===== config.mk =====
export PLATFORM = sky130hd
export DESIGN_NAME = div_unit
export DESIGN_NICKNAME = d
export VERILOG_FILES = /design/src/rtl/riscv_pkg.sv /design/src/rtl/div_step.sv /design/src/rtl/div_unit.sv
export SDC_FILE = /design/constraint.sdc
export NUM_CORES = 1
export LEC_CHECK = 0
export ABC_AREA = 0
export ABC_CLOCK_PERIOD_IN_PS = 3000
export CAP_MARGIN = 30
export CORE_ASPECT_RATIO = 1.4
export CORE_MARGIN = 2
export CORE_UTILIZATION = 40
export CTS_BUF_LIST = sky130_fd_sc_hd__clkbuf_8 sky130_fd_sc_hd__clkbuf_16
export CTS_CLUSTER_DIAMETER = 60
export DETAILED_ROUTE_END_ITERATION = 6
export PLACE_DENSITY = 0.62
export SLEW_MARGIN = 20
export SYNTH_ARGS = -nofsm -noshare
export SYNTH_HDL_FRONTEND = slang
export SYNTH_SLANG_ARGS = --single-unit
export TNS_END_PERCENT = 5

===== constraint.sdc =====
create_clock -name clk -period 3 [get_ports clk]
set_input_delay 0.3 -clock clk [delete_from_list [all_inputs] [get_ports clk]]
set_output_delay 0.3 -clock clk [all_outputs]
set_load 0.05 [all_outputs]

===== src/rtl/riscv_pkg.sv =====
// Shared types and constants for the RV32M iterative divider.
package riscv_pkg;

    localparam int unsigned XLEN_DEFAULT = 32;

    // funct3[1:0] encoding of the divide group
    typedef enum logic [1:0] {
        OP_DIV  = 2'b00,
        OP_DIVU = 2'b01,
        OP_REM  = 2'b10,
        OP_REMU = 2'b11
    } div_op_e;

    typedef enum logic [1:0] {
        ST_IDLE = 2'b00,
        ST_CALC = 2'b01,
        ST_FIX  = 2'b10,
        ST_DONE = 2'b11
    } div_state_e;

endpackage


===== src/rtl/div_step.sv =====
// One restoring-division iteration: shift {rem,quo} left by one, trial-subtract
// the divisor magnitude, and keep the difference when it does not go negative.
// Ports:
//   rem_i  partial remainder (XLEN+1 bits, always < dvs_i)
//   quo_i  dividend/quotient shift register
//   dvs_i  divisor magnitude
//   rem_o  next partial remainder
//   quo_o  next quotient shift register (new quotient bit in bit 0)
module div_step #(
    parameter int unsigned XLEN = 32
) (
    input  logic [XLEN:0]   rem_i,
    input  logic [XLEN-1:0] quo_i,
    input  logic [XLEN-1:0] dvs_i,
    output logic [XLEN:0]   rem_o,
    output logic [XLEN-1:0] quo_o
);

    logic [XLEN+1:0] rem_sh;
    logic [XLEN+1:0] diff;
    logic            ge;

    always_comb begin
        rem_sh = {rem_i, quo_i[XLEN-1]};
        diff   = rem_sh - (XLEN+2)'(dvs_i);
        ge     = (rem_sh >= (XLEN+2)'(dvs_i));
        rem_o  = (XLEN+1)'(ge ? diff : rem_sh);
        quo_o  = {quo_i[XLEN-2:0], ge};
    end

endmodule


===== src/rtl/div_unit.sv =====
// Iterative RV32M divider (DIV/DIVU/REM/REMU), one quotient bit per cycle.
// Ports:
//   clk, rst      clock, synchronous active-high reset
//   flush         abort any in-flight operation
//   start, op     request and operation (sampled only in IDLE)
//   rs1_val       dividend, rs2_val divisor, rd_addr destination
//   busy          high in CALC/FIX/DONE
//   done          one-cycle result-valid pulse
//   result        quotient or remainder, held between operations
//   wb_rd, wb_we  register-file write port address and enable
module div_unit
    import riscv_pkg::*;
#(
    parameter int unsigned XLEN = XLEN_DEFAULT
) (
    input  logic            clk,
    input  logic            rst,
    input  logic            flush,
    input  logic            start,
    input  logic [1:0]      op,
    input  logic [XLEN-1:0] rs1_val,
    input  logic [XLEN-1:0] rs2_val,
    input  logic [4:0]      rd_addr,
    output logic            busy,
    output logic            done,
    output logic [XLEN-1:0] result,
    output logic [4:0]      wb_rd,
    output logic            wb_we
);

    localparam int unsigned CNT_W = $clog2(XLEN + 1);
    localparam logic [XLEN-1:0] INT_MIN = {1'b1, {(XLEN-1){1'b0}}};

    div_state_e      state_q, state_d;
    logic [CNT_W-1:0] cnt_q, cnt_d;
    logic [XLEN:0]   rem_q, rem_d;
    logic [XLEN-1:0] quo_q, quo_d;
    logic [XLEN-1:0] dvs_q, dvs_d;
    logic            sel_rem_q, sel_rem_d;
    logic            neg_quo_q, neg_quo_d;
    logic            neg_rem_q, neg_rem_d;
    logic [XLEN-1:0] result_q, result_d;
    logic [4:0]      wb_rd_q, wb_rd_d;
    logic            busy_q, busy_d;
    logic            done_q, done_d;
    logic            wb_we_q, wb_we_d;

    logic [XLEN:0]   step_rem;
    logic [XLEN-1:0] step_quo;

    logic            is_signed;
    logic            a_neg, b_neg;

    div_step #(.XLEN(XLEN)) u_step (
        .rem_i (rem_q),
        .quo_i (quo_q),
        .dvs_i (dvs_q),
        .rem_o (step_rem),
        .quo_o (step_quo)
    );

    // Next-state, datapath and output logic
    always_comb begin
        state_d   = state_q;
        cnt_d     = cnt_q;
        rem_d     = rem_q;
        quo_d     = quo_q;
        dvs_d     = dvs_q;
        sel_rem_d = sel_rem_q;
        neg_quo_d = neg_quo_q;
        neg_rem_d = neg_rem_q;
        result_d  = result_q;
        wb_rd_d   = wb_rd_q;

        is_signed = ~op[0];
        a_neg     = is_signed & rs1_val[XLEN-1];
        b_neg     = is_signed & rs2_val[XLEN-1];

        case (state_q)
            ST_IDLE: begin
                if (start) begin
                    sel_rem_d = op[1];
                    wb_rd_d   = rd_addr;
                    if (rs2_val == '0) begin
                        result_d = op[1] ? rs1_val : '1;
                        state_d  = ST_DONE;
                    end else if (is_signed && rs1_val == INT_MIN && rs2_val == '1) begin
                        // Signed overflow: quotient wraps to INT_MIN, remainder 0
                        result_d = op[1] ? '0 : INT_MIN;
                        state_d  = ST_DONE;
                    end else begin
                        quo_d     = a_neg ? (~rs1_val + XLEN'(1)) : rs1_val;
                        dvs_d     = b_neg ? (~rs2_val + XLEN'(1)) : rs2_val;
                        rem_d     = '0;
                        neg_quo_d = a_neg ^ b_neg;
                        neg_rem_d = a_neg;
                        cnt_d     = CNT_W'(XLEN);
                        state_d   = ST_CALC;
                    end
                end
            end
            ST_CALC: begin
                rem_d = step_rem;
                quo_d = step_quo;
                cnt_d = cnt_q - CNT_W'(1);
                if (cnt_q == CNT_W'(1)) begin
                    state_d = ST_FIX;
                end
            end
            ST_FIX: begin
                // Quotient sign from operand signs, remainder sign from dividend
                if (sel_rem_q) begin
                    result_d = neg_rem_q ? (~rem_q[XLEN-1:0] + XLEN'(1)) : rem_q[XLEN-1:0];
                end else begin
                    result_d = neg_quo_q ? (~quo_q + XLEN'(1)) : quo_q;
                end
                state_d = ST_DONE;
            end
            ST_DONE: begin
                state_d = ST_IDLE;
            end
            default: begin
                state_d = ST_IDLE;
            end
        endcase

        // Pipeline kill: discard everything the FSM would have done this edge
        if (flush) begin
            state_d   = ST_IDLE;
            cnt_d     = cnt_q;
            rem_d     = rem_q;
            quo_d     = quo_q;
            dvs_d     = dvs_q;
            sel_rem_d = sel_rem_q;
            neg_quo_d = neg_quo_q;
            neg_rem_d = neg_rem_q;
            result_d  = result_q;
            wb_rd_d   = wb_rd_q;
        end

        busy_d  = (state_d != ST_IDLE);
        done_d  = (state_d == ST_DONE);
        wb_we_d = done_d && (wb_rd_d != 5'd0);
    end

    // State and output registers
    always_ff @(posedge clk) begin
        if (rst) begin
            state_q   <= ST_IDLE;
            cnt_q     <= '0;
            rem_q     <= '0;
            quo_q     <= '0;
            dvs_q     <= '0;
            sel_rem_q <= 1'b0;
            neg_quo_q <= 1'b0;
            neg_rem_q <= 1'b0;
            result_q  <= '0;
            wb_rd_q   <= '0;
            busy_q    <= 1'b0;
            done_q    <= 1'b0;
            wb_we_q   <= 1'b0;
        end else begin
            state_q   <= state_d;
            cnt_q     <= cnt_d;
            rem_q     <= rem_d;
            quo_q     <= quo_d;
            dvs_q     <= dvs_d;
            sel_rem_q <= sel_rem_d;
            neg_quo_q <= neg_quo_d;
            neg_rem_q <= neg_rem_d;
            result_q  <= result_d;
            wb_rd_q   <= wb_rd_d;
            busy_q    <= busy_d;
            done_q    <= done_d;
            wb_we_q   <= wb_we_d;
        end
    end

    assign busy   = busy_q;
    assign done   = done_q;
    assign result = result_q;
    assign wb_rd  = wb_rd_q;
    assign wb_we  = wb_we_q;

endmodule


======== Word-level counts from Yosys, hierarchy flattened ========
Index checks and enable logic that the tools add are counted.
operators by class
  add/sub/neg operators ................... 6
  order comparisons ....................... 1
  eq/ne operators ......................... 11
  mux-type cells .......................... 33
  bitwise operators ....................... 11
  reduce and logical (&&, ||, !) cells .... 13
operators by type and width
  kind                     number
  $mux W32                 13
  $mux W33                 4
  $add A32 B1 Y32 const B  4
  $not A32 Y32             4
  $pmux W32 S2             2
  $pmux W33 S2             1
  $eq A32 B32 Y1 const B   2
  $ge A34 B32 Y1           1
  $sub A33 B32 Y33         1
  $logic_not A32 Y1        1
  $mux W6                  3
  $mux W5                  3
  $pmux W6 S2              1
  $mux W2                  5
  $reduce_and A5 Y1        2
  $pmux W2 S4              1
  $eq A2 B2 Y1 const B     3
  $eq A6 B1 Y1 const B     1
  $ne A2 B2 Y1 const B     3
  $reduce_bool A2 Y1       3
  $sub A6 B1 Y6 const B    1
  $reduce_bool A5 Y1       1
  $not A1 Y1               4
  $reduce_and A4 Y1        1
  7 further kinds          10
word-level totals
  flip-flop bits (word level) ............. 148
  bits of input ports ..................... 75
  word-level logic and storage cells ...... 88

======== Longest topological paths before layout ========
Gate-level depths: netlist (run 1).
  depth in word-level cells ............... 10
  mapped depth ............................ 15
  mapped depth without buffers ............ 13

======== Hierarchy ========
Synthesis (run 1) repeated with hierarchy kept, for this count alone.
second synthesis, totals
  cells, all modules ...................... 1489
  area total of the unflattened synthesis .. 11462.2 µm²
by module, submodules not included
  module    times used  cells an instance  area each (µm²)
  div_unit  1           1129               8893.5
  div_step  1           360                2568.7

======== Worst setup path after synthesis (run 1) ========
No wires, ideal clock.
  path kind ............................... register to register
  start point ............................. register quo_q[31]
  end point ............................... register rem_q[0]
  library setup time ...................... 117 ps
  arrival time ............................ 2978 ps
  path slack .............................. -95 ps
  cell stages (with the launch flop) ...... 15
  path buffers ............................ 2
  cell sequence ........................... dfxtp_1 > inv_1 > ha_1 > inv_1 > fa_1 > a21oi_1 > o211ai_1 > a21oi_1 > a22oi_1 > a31oi_1 > o21ba_2 > clkbuf_1 > clkbuf_1 > o21ai_0 > a22o_1
between the ends
  longest elaborated chain between the ends .. 3
  elaborated cells on any way between the ends .. 4
  classes of those cells .................. add/sub (1); order compare (1); mux (2)
RTL lines
  what                                                RTL line                        source
  from (decl)                                         div_unit.sv:37                  logic [XLEN-1:0] quo_q, quo_d;
  from (signal assigned)                              div_unit.sv:166                 quo_q <= quo_d;
  $sub A33 B32 Y33 or $ge A34 B32 Y1 (tied branches)  div_step.sv:25, div_step.sv:26
  $mux W33 *                                          div_step.sv:27                  rem_o = (XLEN+1)'(ge ? diff : rem_sh);
  $pmux W33 S2 *                                      div_unit.sv:79                  case (state_q)
  to (signal assigned)                                div_unit.sv:165                 rem_q <= rem_d;
  to (decl)                                           div_unit.sv:36                  logic [XLEN:0] rem_q, rem_d;
Mark *: on every way between the ends. The rest lies on a longest branch, timed or not.
A chain may end at the register's enable or synchronous reset.

======== Worst setup path after layout (run 1) ========
  start point ............................. register rem_q[10]
  end point ............................... register result_q[31] (netlist: result[31])
between the ends
  longest elaborated chain between the ends .. 5
RTL lines
  what                  RTL line         source
  $not A32 Y32          div_unit.sv:113  result_d = neg_rem_q ? (~rem_q[XLEN-1:0] + XLEN'(1)) : rem_q[XLEN-1:0];
  $add A32 B1 Y32       div_unit.sv:113
  $mux W32              div_unit.sv:113
  $mux W32              div_unit.sv:112  if (sel_rem_q) begin
  $pmux W32 S2          div_unit.sv:79
  to (signal assigned)  div_unit.sv:171  result_q <= result_d;
  to (decl)             div_unit.sv:42   logic [XLEN-1:0] result_q, result_d;
No other way between the ends.

==> results.sh, run 1 <==
export IMPL_async_reset_ff_frac=0
export IMPL_leakagePower_nw=5.59
export IMPL_start_util=0.403
export IMPL_cp_required_ps=3370
export IMPL_place_hpwl_um=29400
export IMPL_cts_root_buffer="clkbuf_16"
export IMPL_slew_headroom=0.565
export IMPL_end_kind="flop"
export IMPL_critPathLaunch="rem_q[10]"
export IMPL_fmax_mhz=311
export IMPL_grt_busiest_layer="met2"
export IMPL_grt_ovfl_total=0
export IMPL_cts_tree="done"
export IMPL_dominantRegCellSynth="dfxtp_1"
export IMPL_max_stage_delay_ps=530
export IMPL_cts_buffers=17
export IMPL_wl_per_cell_um=18.0
export IMPL_path_cells="or4_4, or4_4, or3_4, or4_4, or3_4, o31ai_4, xnor2_2, o21ai_1, buf_4, o21ai_1"
export IMPL_status="finished with violations"
export IMPL_fin_crit_ps=3220
export IMPL_clkLatencyLatePin_ps=440
export IMPL_yosysMostFrequentCell="nand2_1"
export IMPL_clk_pin_slew_worst_paths_ps=60
export IMPL_worst_path_max_delay_cell="or4_4"
export IMPL_viasPerCell=5.63
export IMPL_nets=1840
export IMPL_startpoint_type="flop"
export IMPL_tns_ps=-621
export IMPL_stdcell_count=2103
export IMPL_setup_viol_count_final=4
export IMPL_path_common_cell="or4_4"
export IMPL_place_inst=2069
export IMPL_ios=115
export IMPL_synth_warnings=0
export IMPL_power_density_mw_per_mm2=394
export IMPL_worst_slack_ps=-217
export IMPL_crit_fanout=2
export IMPL_skew_ps=6.90
export IMPL_holdBufCountCts=0
export IMPL_grt_antenna_before_repair=0
export IMPL_synthTopCellsByArea="dfxtp_1 27%, xnor2_1 6.7%, nand2_1 5.8%"
export IMPL_dieArea_mm2=0.0283
export IMPL_use_met2=0.488
export IMPL_final_hold_violation_count=0
export IMPL_cap_violations=0
export IMPL_fp_coreArea_mm2=0.0267
export IMPL_grt_max_degree=69
export IMPL_drt_wl_total_um=37900
export IMPL_grtUsageMet3=0.0288
export IMPL_failed_checks="negative setup slack"
export IMPL_drive_gt1_frac=0.169
export IMPL_drt_iter0_markers=747
export IMPL_crit_type="reg2reg"
export IMPL_worstHoldStart="rst"
export IMPL_slew_violations=0
export IMPL_synth_top_cells_by_count="166 x nand2_1, 160 x nor2_1, 148 x dfxtp_1"
export IMPL_synth_seq_cells=148
export IMPL_r2r_start="rem_q[10]"
export IMPL_synth_area_per_cell_um2=7.30
export IMPL_synth_edf_count=0
export IMPL_die_w_um=143
export IMPL_yosysUniqueCellTypes=61
export IMPL_yosys_area_top_type_share=0.275
export IMPL_netlist_top_cell_by_area="dfxtp_1"
export IMPL_ctsLongestPathBuffers=2
export IMPL_rsz0062_at_grt="yes"
export IMPL_drc=0
export IMPL_critPathTopFamily="simple AND/OR/NAND/NOR gates"
export IMPL_vias=11830
export IMPL_period_share=1.07
export IMPL_nFillCells=2608
export IMPL_cts_htree_levels=4
export IMPL_worstMarginPinSlew_ps=651
export IMPL_post_route_util=0.541
export IMPL_cts_sinks=148
export IMPL_vdd_drop_max_mv=0.347
export IMPL_dr_pass1_iters=5
export IMPL_worstPathBufferInverterCount=1
export IMPL_syn2layout_area_growth_pct=34.0
export IMPL_grt_pass1_vias=11405
export IMPL_std_cell_rows=71
export IMPL_n_antenna_cell=0
export IMPL_critPathArrivalTime_ps=3590
export IMPL_die_height_um=198
export IMPL_grt_usage=0.270
export IMPL_syn_area_mm2=0.0108
export IMPL_hold_path_class="in2reg"
export IMPL_io_buffers=114
export IMPL_yosysSeqAreaShare=0.275
export IMPL_netlist_instances=1477
export IMPL_place_gp_congestion=0.948
export IMPL_grt_pass1_wl_um=59800
export IMPL_synthesis_nets=1592
export IMPL_grt_met1_usage=0.303
export IMPL_antenna_left=0
-- flip-flops by register name, indices dropped and copies added (netlist names), 2 cells and up --
name and count:
rem_q 33, result 32, dvs_q 32, state_q 2, wb_rd 5, quo_q 32
cnt_q 6
-- layout make-up --
type                            instances  area [um2]  area share
Inverter                               57         214      0.0148
Sequential cell                       148        2960       0.205
Clock buffer                           18         439      0.0304
Timing Repair Buffer                  320        2850       0.197
Clock inverter                         14         138     0.00952
Tap cell                              365         457      0.0316
Multi-Input combinational cell       1181        7400       0.512
-- cells by family (layout without fill, tap and decap cells) --
| logic type | count (synthesis) | count (layout) | synth area share |
|---|---|---|---|
| multiplexers | 9 | 9 | 0.00835 |
| flip-flops | 148 | 148 | 0.275 |
| adder cells (fa/ha/maj) | 40 | 40 | 0.0471 |
| buffers and inverters | 148 | 409 | 0.0528 |
| AND/OR/NAND/NOR | 549 | 549 | 0.240 |
| AO/OA/AOI/OAI | 441 | 441 | 0.262 |
| XOR/XNOR | 142 | 142 | 0.115 |
-- worst register-to-register path: stages (launching register included) --
cell	delay, ps
dfxtp_1	310
or4_4	530
or4_4	430
or3_4	340
or4_4	490
or3_4	370
o31ai_4	210
xnor2_2	150
o21ai_1	70
buf_4	150
o21ai_1	100
-- path summary, 6_finish.rpt --
kind                      to  slack [ps]  cells after the start
setup / recovery  result[31]        -220                     10
hold / removal     quo_q[31]         120                      2
setup reg to reg  result[31]        -220                     10
hold reg to reg   result[12]         450                      2
-- through the flow --
stage          hold slack [ps]  power [mW]  setup WS (ps)  area [um2]
2_1_floorplan              436        2.92          -80.5       10800
3_3_place_gp               438        3.53           -518       13700
3_5_place_dp               446        3.54           -551       13700
4_1_cts                    126        5.70           -199       14400
5_1_grt                    116        5.94           -281       14500
6_report                   118        5.70           -217       14500
-- where the power goes --
group	leakage, nW	internal [mW]	switching (mW)
Combinational	4.11	0.667	0.782
Clock	0.283	1.24	0.909
Sequential	1.20	2.04	0.0655
-- cell usage in the layout, fill, tap and decap left out, types with 18 or more instances in the layout --
cell,count
nor3_1,57
o31ai_1,18
inv_1,57
a21oi_1,120
or3_1,18
o21ai_0,96
nand2b_1,21
clkdlybuf4s50_1,113
nand2_1,165
buf_4,193
nor2_1,157
dfxtp_1,147
o211ai_1,38
ha_1,37
xor2_1,60
xnor2_1,81
nand3_1,29
a211oi_1,55
-- routing by layer --
layer  part of all wire  wire [um]
met1               0.39      14900
met2               0.51      19500
met3              0.037       1420
met4              0.055       2090
met5                  0          0
-- timing repair --
action                     CTS  global route
cloned                       1             0
setup buffers                1             0
gates resized for setup     13            26
pin swaps                    7             5
setup endpoints to repair   66            95
No activity file was read; power rests on OpenSTA's default activity.
==> run 2: changes to the inputs <==
- CTS_CLUSTER_DIAMETER: 60 -> 120
- SLEW_MARGIN: 20 -> default
==> results.sh, run 2 (same netlist as run 1, synthesis figures left out) <==
export IMPL_layout_commonest_cell="buf_4"
export IMPL_fp_coreArea_mm2=0.0267
export IMPL_syn2layout_area_growth_pct=35.3
export IMPL_dr_pass1_iters=5
export IMPL_worst_slack_ps=-189
export IMPL_cp_required_ps=3380
export IMPL_std_cell_rows=71
export IMPL_top_register="rem_q"
export IMPL_power_density_mw_per_mm2=409
export IMPL_path_cells="or4_4, or4_4, or3_4, or4_4, or3_4, buf_6, o31ai_4, xnor2_1, nor2_1, o21ai_1"
export IMPL_startpoint_type="flop"
export IMPL_vias=11809
export IMPL_path_common_cell="or4_4"
export IMPL_nets=1843
export IMPL_cts_root_buffer="clkbuf_16"
export IMPL_drt_iter0_markers=719
export IMPL_cts_sinks=148
export IMPL_vdd_drop_max_mv=0.438
export IMPL_die_w_um=143
export IMPL_grt_pass1_wl_um=59600
export IMPL_ctsLongestPathBuffers=2
export IMPL_antenna_left=0
export IMPL_io_buffers=114
export IMPL_grt_antenna_before_repair=0
export IMPL_worst_path_max_delay_cell="or4_4"
export IMPL_dpl_cell_area_mm2=0.0137
export IMPL_dr_max_layer_used="met4"
export IMPL_crit_fanout=3
export IMPL_failed_checks="negative setup slack"
export IMPL_drt_wl_total_um=38500
export IMPL_start_util=0.403
export IMPL_wl_met2_um=20000
export IMPL_drc=0
export IMPL_viasPerCell=5.61
export IMPL_n_antenna_cell=0
export IMPL_slew_headroom=0.578
export IMPL_critPathArrivalTime_ps=3560
export IMPL_fmax_mhz=314
export IMPL_grt_max_degree=75
export IMPL_grt_pass1_vias=11321
export IMPL_crit_type="reg2reg"
export IMPL_final_hold_violation_count=0
export IMPL_wl_per_cell_um=18.3
export IMPL_post_place_ws_ps=-529
export IMPL_finalInstanceArea_mm2=0.0146
export IMPL_place_gp_congestion=0.948
export IMPL_status="finished with violations"
export IMPL_layout_common_cells="194 x buf_4, 165 x nand2_1, 157 x nor2_1"
export IMPL_nFillCells=2568
export IMPL_cts_htree_levels=4
export IMPL_clkLatencyLatePin_ps=440
export IMPL_clk_pin_slew_worst_paths_ps=60
export IMPL_largest_reg_flops=33
export IMPL_cts_buffers=17
export IMPL_slew_violations=0
export IMPL_max_stage_delay_ps=530
export IMPL_holdWs_ps=138
export IMPL_skew_ps=7.44
export IMPL_met1_length_um=15100
export IMPL_regArea_mm2=0.00297
export IMPL_leakagePower_nw=5.66
export IMPL_worstMarginPinSlew_ps=631
export IMPL_period_share=1.06
export IMPL_cap_violations=0
export IMPL_cts_tree="done"
export IMPL_die_height_um=198
export IMPL_multiInputGateArea_mm2=0.00743
export IMPL_tns_ps=-591
export IMPL_place_hpwl_um=29400
export IMPL_ios=115
export IMPL_dieArea_mm2=0.0283
export IMPL_grt_ovfl_total=0
export IMPL_end_kind="flop"
export IMPL_dr_wl_met3_um=1460
export IMPL_rsz0062_at_grt="yes"
export IMPL_grt_usage=0.269
export IMPL_fin_crit_ps=3190
export IMPL_setup_viol_count_final=4
export IMPL_hold_path_class="in2reg"
export IMPL_drive_gt1_frac=0.170
[run 2: layout make-up]
type	instances	share of cell area
multi-input combinational	1181	0.509
sequential	148	0.203
clock buffer	19	0.0310
timing repair buffer	323	0.198
inverter	57	0.0147
tap	365	0.0313
clock inverter	12	0.0128
[run 2: power by group]
part	total, mW	internal, mW	switching (mW)
Combinational	1.47	0.679	0.796
Clock	2.39	1.50	0.886
Sequential	2.10	2.04	0.0652
Total	5.97	4.22	1.75
[run 2: stage by stage]
| step | std cells | power (mW) | utilization |
|---|---|---|---|
| 2_1_floorplan | 1477 | 2.92 | - |
| 3_3_place_gp | 2068 | 3.53 | 0.511 |
| 3_5_place_dp | 2069 | 3.54 | 0.512 |
| 4_1_cts | 2100 | 5.93 | 0.537 |
| 5_1_grt | 2105 | 6.21 | 0.546 |
| 6_report | 2105 | 5.97 | 0.546 |
[run 2: path summary, 6_finish.rpt]
check	from	to	slack [ps]	cells past startpoint
max reg2reg	rem_q[10]	result[27]	-190	10
min	rst	quo_q[31]	140	2
min reg2reg	result[12]	result[12]	450	2
max	rem_q[10]	result[27]	-190	10
[run 2: routing by layer]
metal	global-route usage	vias up
li1	-	5819
met1	0.305	5575
met2	0.494	330
met3	0.0312	85
met4	0.131	0
met5	0	-
[run 2: critical path, delay by kind of cell, from the launching register on]
kind	cells	cell delay, ps
flops	1	320
compound gates	2	310
simple gates	6	2220
buf+inv	1	140
xor+xnor	1	140
[run 2: repair_timing]
item / in CTS / in global routing
setup endpoints to repair: 55 / 96
pin swaps: 3 / 11
resized for setup: 11 / 36
setup buffers: 1 / 2
hold buffers: 0 / 0
gates cloned: 0 / 3
==> run 3: changes to the inputs <==
- DONT_BUFFER_PORTS: default -> 1
- GPL_ROUTABILITY_DRIVEN: default -> 0
- PLACE_DENSITY: 0.62 -> 0.56
==> results.sh, run 3 (same netlist as run 1, synthesis figures left out) <==
export IMPL_holdWs_ps=18.9
export IMPL_cts_tree="done"
export IMPL_grt_pass1_wl_um=58300
export IMPL_cap_violations=0
export IMPL_antenna_left=0
export IMPL_cts_root_buffer="clkbuf_16"
export IMPL_syn2layout_area_growth_pct=17.5
export IMPL_cp_required_ps=3370
export IMPL_hold_path_class="in2reg"
export IMPL_fmax_mhz=327
export IMPL_r2r_start="rem_q[10]"
export IMPL_layout_commonest_cell="nand2_1"
export IMPL_critPathLaunch="rem_q[10]"
export IMPL_cts_buffers=17
export IMPL_ios=115
export IMPL_final_hold_violation_count=0
export IMPL_crit_type="reg2reg"
export IMPL_skew_ps=9.12
export IMPL_worst_slack_ps=-60.7
export IMPL_endpoint="result[31]"
export IMPL_status="finished with violations"
export IMPL_viasPerCell=5.76
export IMPL_die_height_um=198
export IMPL_top_register="rem_q"
export IMPL_nFillCells=2742
export IMPL_drc=0
export IMPL_leakagePower_nw=4.76
export IMPL_crit_fanout=4
export IMPL_cts_htree_levels=4
export IMPL_layout_common_cells="166 x nand2_1, 158 x nor2_1, 145 x dfxtp_1"
export IMPL_grt_ovfl_total=0
export IMPL_worstMarginPinSlew_ps=873
export IMPL_ctsLongestPathBuffers=2
export IMPL_slew_headroom=0.416
export IMPL_vdd_drop_max_mv=0.360
export IMPL_end_kind="flop"
export IMPL_rsz0062_at_grt="yes"
export IMPL_vias=10972
export IMPL_dieArea_mm2=0.0283
export IMPL_whs_path_depth=2
export IMPL_nets=1644
export IMPL_grt_antenna_before_repair=0
export IMPL_largest_reg_flops=33
export IMPL_rrSetupSlack_ps=-60
export IMPL_clkLatencyLatePin_ps=440
export IMPL_start_util=0.403
export IMPL_grt_max_degree=98
export IMPL_fp_coreArea_mm2=0.0267
export IMPL_dr_pass1_iters=5
export IMPL_period_share=1.02
export IMPL_reg2reg_depth=9
export IMPL_rr_endpoint="result[31]"
export IMPL_place_hpwl_um=28700
export IMPL_startpoint_type="flop"
export IMPL_grt_usage=0.265
export IMPL_io_buffers=0
export IMPL_power_density_mw_per_mm2=449
export IMPL_clk_pin_slew_worst_paths_ps=60
export IMPL_n_antenna_cell=0
export IMPL_post_route_util=0.474
export IMPL_setup_viol_count_final=3
export IMPL_slew_violations=0
export IMPL_die_w_um=143
export IMPL_failed_checks="negative setup slack"
export IMPL_std_cell_rows=71
export IMPL_cts_sinks=148
export IMPL_critPathArrivalTime_ps=3430
export IMPL_wl_per_cell_um=19.5
export IMPL_grt_pass1_vias=10610
export IMPL_drt_iter0_markers=718
export IMPL_drive_gt1_frac=0.123
export IMPL_drt_wl_total_um=37200
export IMPL_fin_crit_ps=3060
==> run 3: final cells by class <==
cell class	count	area, um2	area share
clock buffer	21	480	0.0379
clock inverter	10	179	0.0141
inverter	57	214	0.0169
multi-input combinational	1181	7320	0.577
sequential	148	2970	0.234
tap	365	457	0.0360
timing repair buffer	124	1060	0.0839
==> run 3: worst min path at each step <==
| stage | start | to | slack (ps) |
|---|---|---|---|
| 2_1_floorplan | rd_addr[0] | wb_rd[0] | 440 |
| 3_3_place_gp | rst | wb_we | 380 |
| 3_5_place_dp | rst | wb_rd[1] | 380 |
| 4_1_cts | rs2_val[0] | dvs_q[0] | 5 |
| 5_1_grt | rs2_val[0] | dvs_q[0] | 10 |
| 6_report | rs2_val[0] | dvs_q[0] | 20 |
==> run 3: timing repair <==
action                     4_1_cts  5_1_grt
setup endpoints to repair        6       41
pin swaps                        1        5
hold buffers                     6        0
resized for setup                3       11
buffers inserted                 0        2
hold endpoints to repair        97        0
cloned                           0        0
==> run 3: worst max-delay path: stages, from the launching register on <==
cell and delay, ps:
dfxtp_1 310, or4_4 530, or4_4 430, or3_1 330, or4_4 490, or3_4 390
o31ai_4 190, xnor2_1 140, o21ai_1 70, o21ai_1 130
==> run 3: power by group <==
group | switching, mW | internal, mW | leakage [nW]
Sequential | 0.0805 | 2.04 | 1.21
Clock | 0.885 | 1.55 | 0.328
Combinational | 0.654 | 0.482 | 3.23
Total | 1.62 | 4.08 | 4.76
==> run 3: routing by layer <==
metal	GRT usage	wire (um)	vias to the layer above	part of all wire
li1	-	-	5422	-
met1	0.297	14600	5233	0.39
met2	0.496	19700	248	0.53
met3	0.0353	1380	69	0.037
met4	0.114	1510	0	0.041
met5	0	0	-	0
==> run 3: stage by stage <==
stage          total power [mW]  worst slack (ps)  area, um2  cells  TNS [ps]
2_1_floorplan              2.92             -80.5      10800   1477      -253
3_3_place_gp               3.24             -88.1      11900   1867      -451
5_1_grt                    5.94              -200      12700   1906      -675
3_5_place_dp               3.25              -108      11900   1867     -1070
4_1_cts                    5.71             -76.1      12600   1904      -222
6_report                   5.70             -60.7      12700   1906      -119
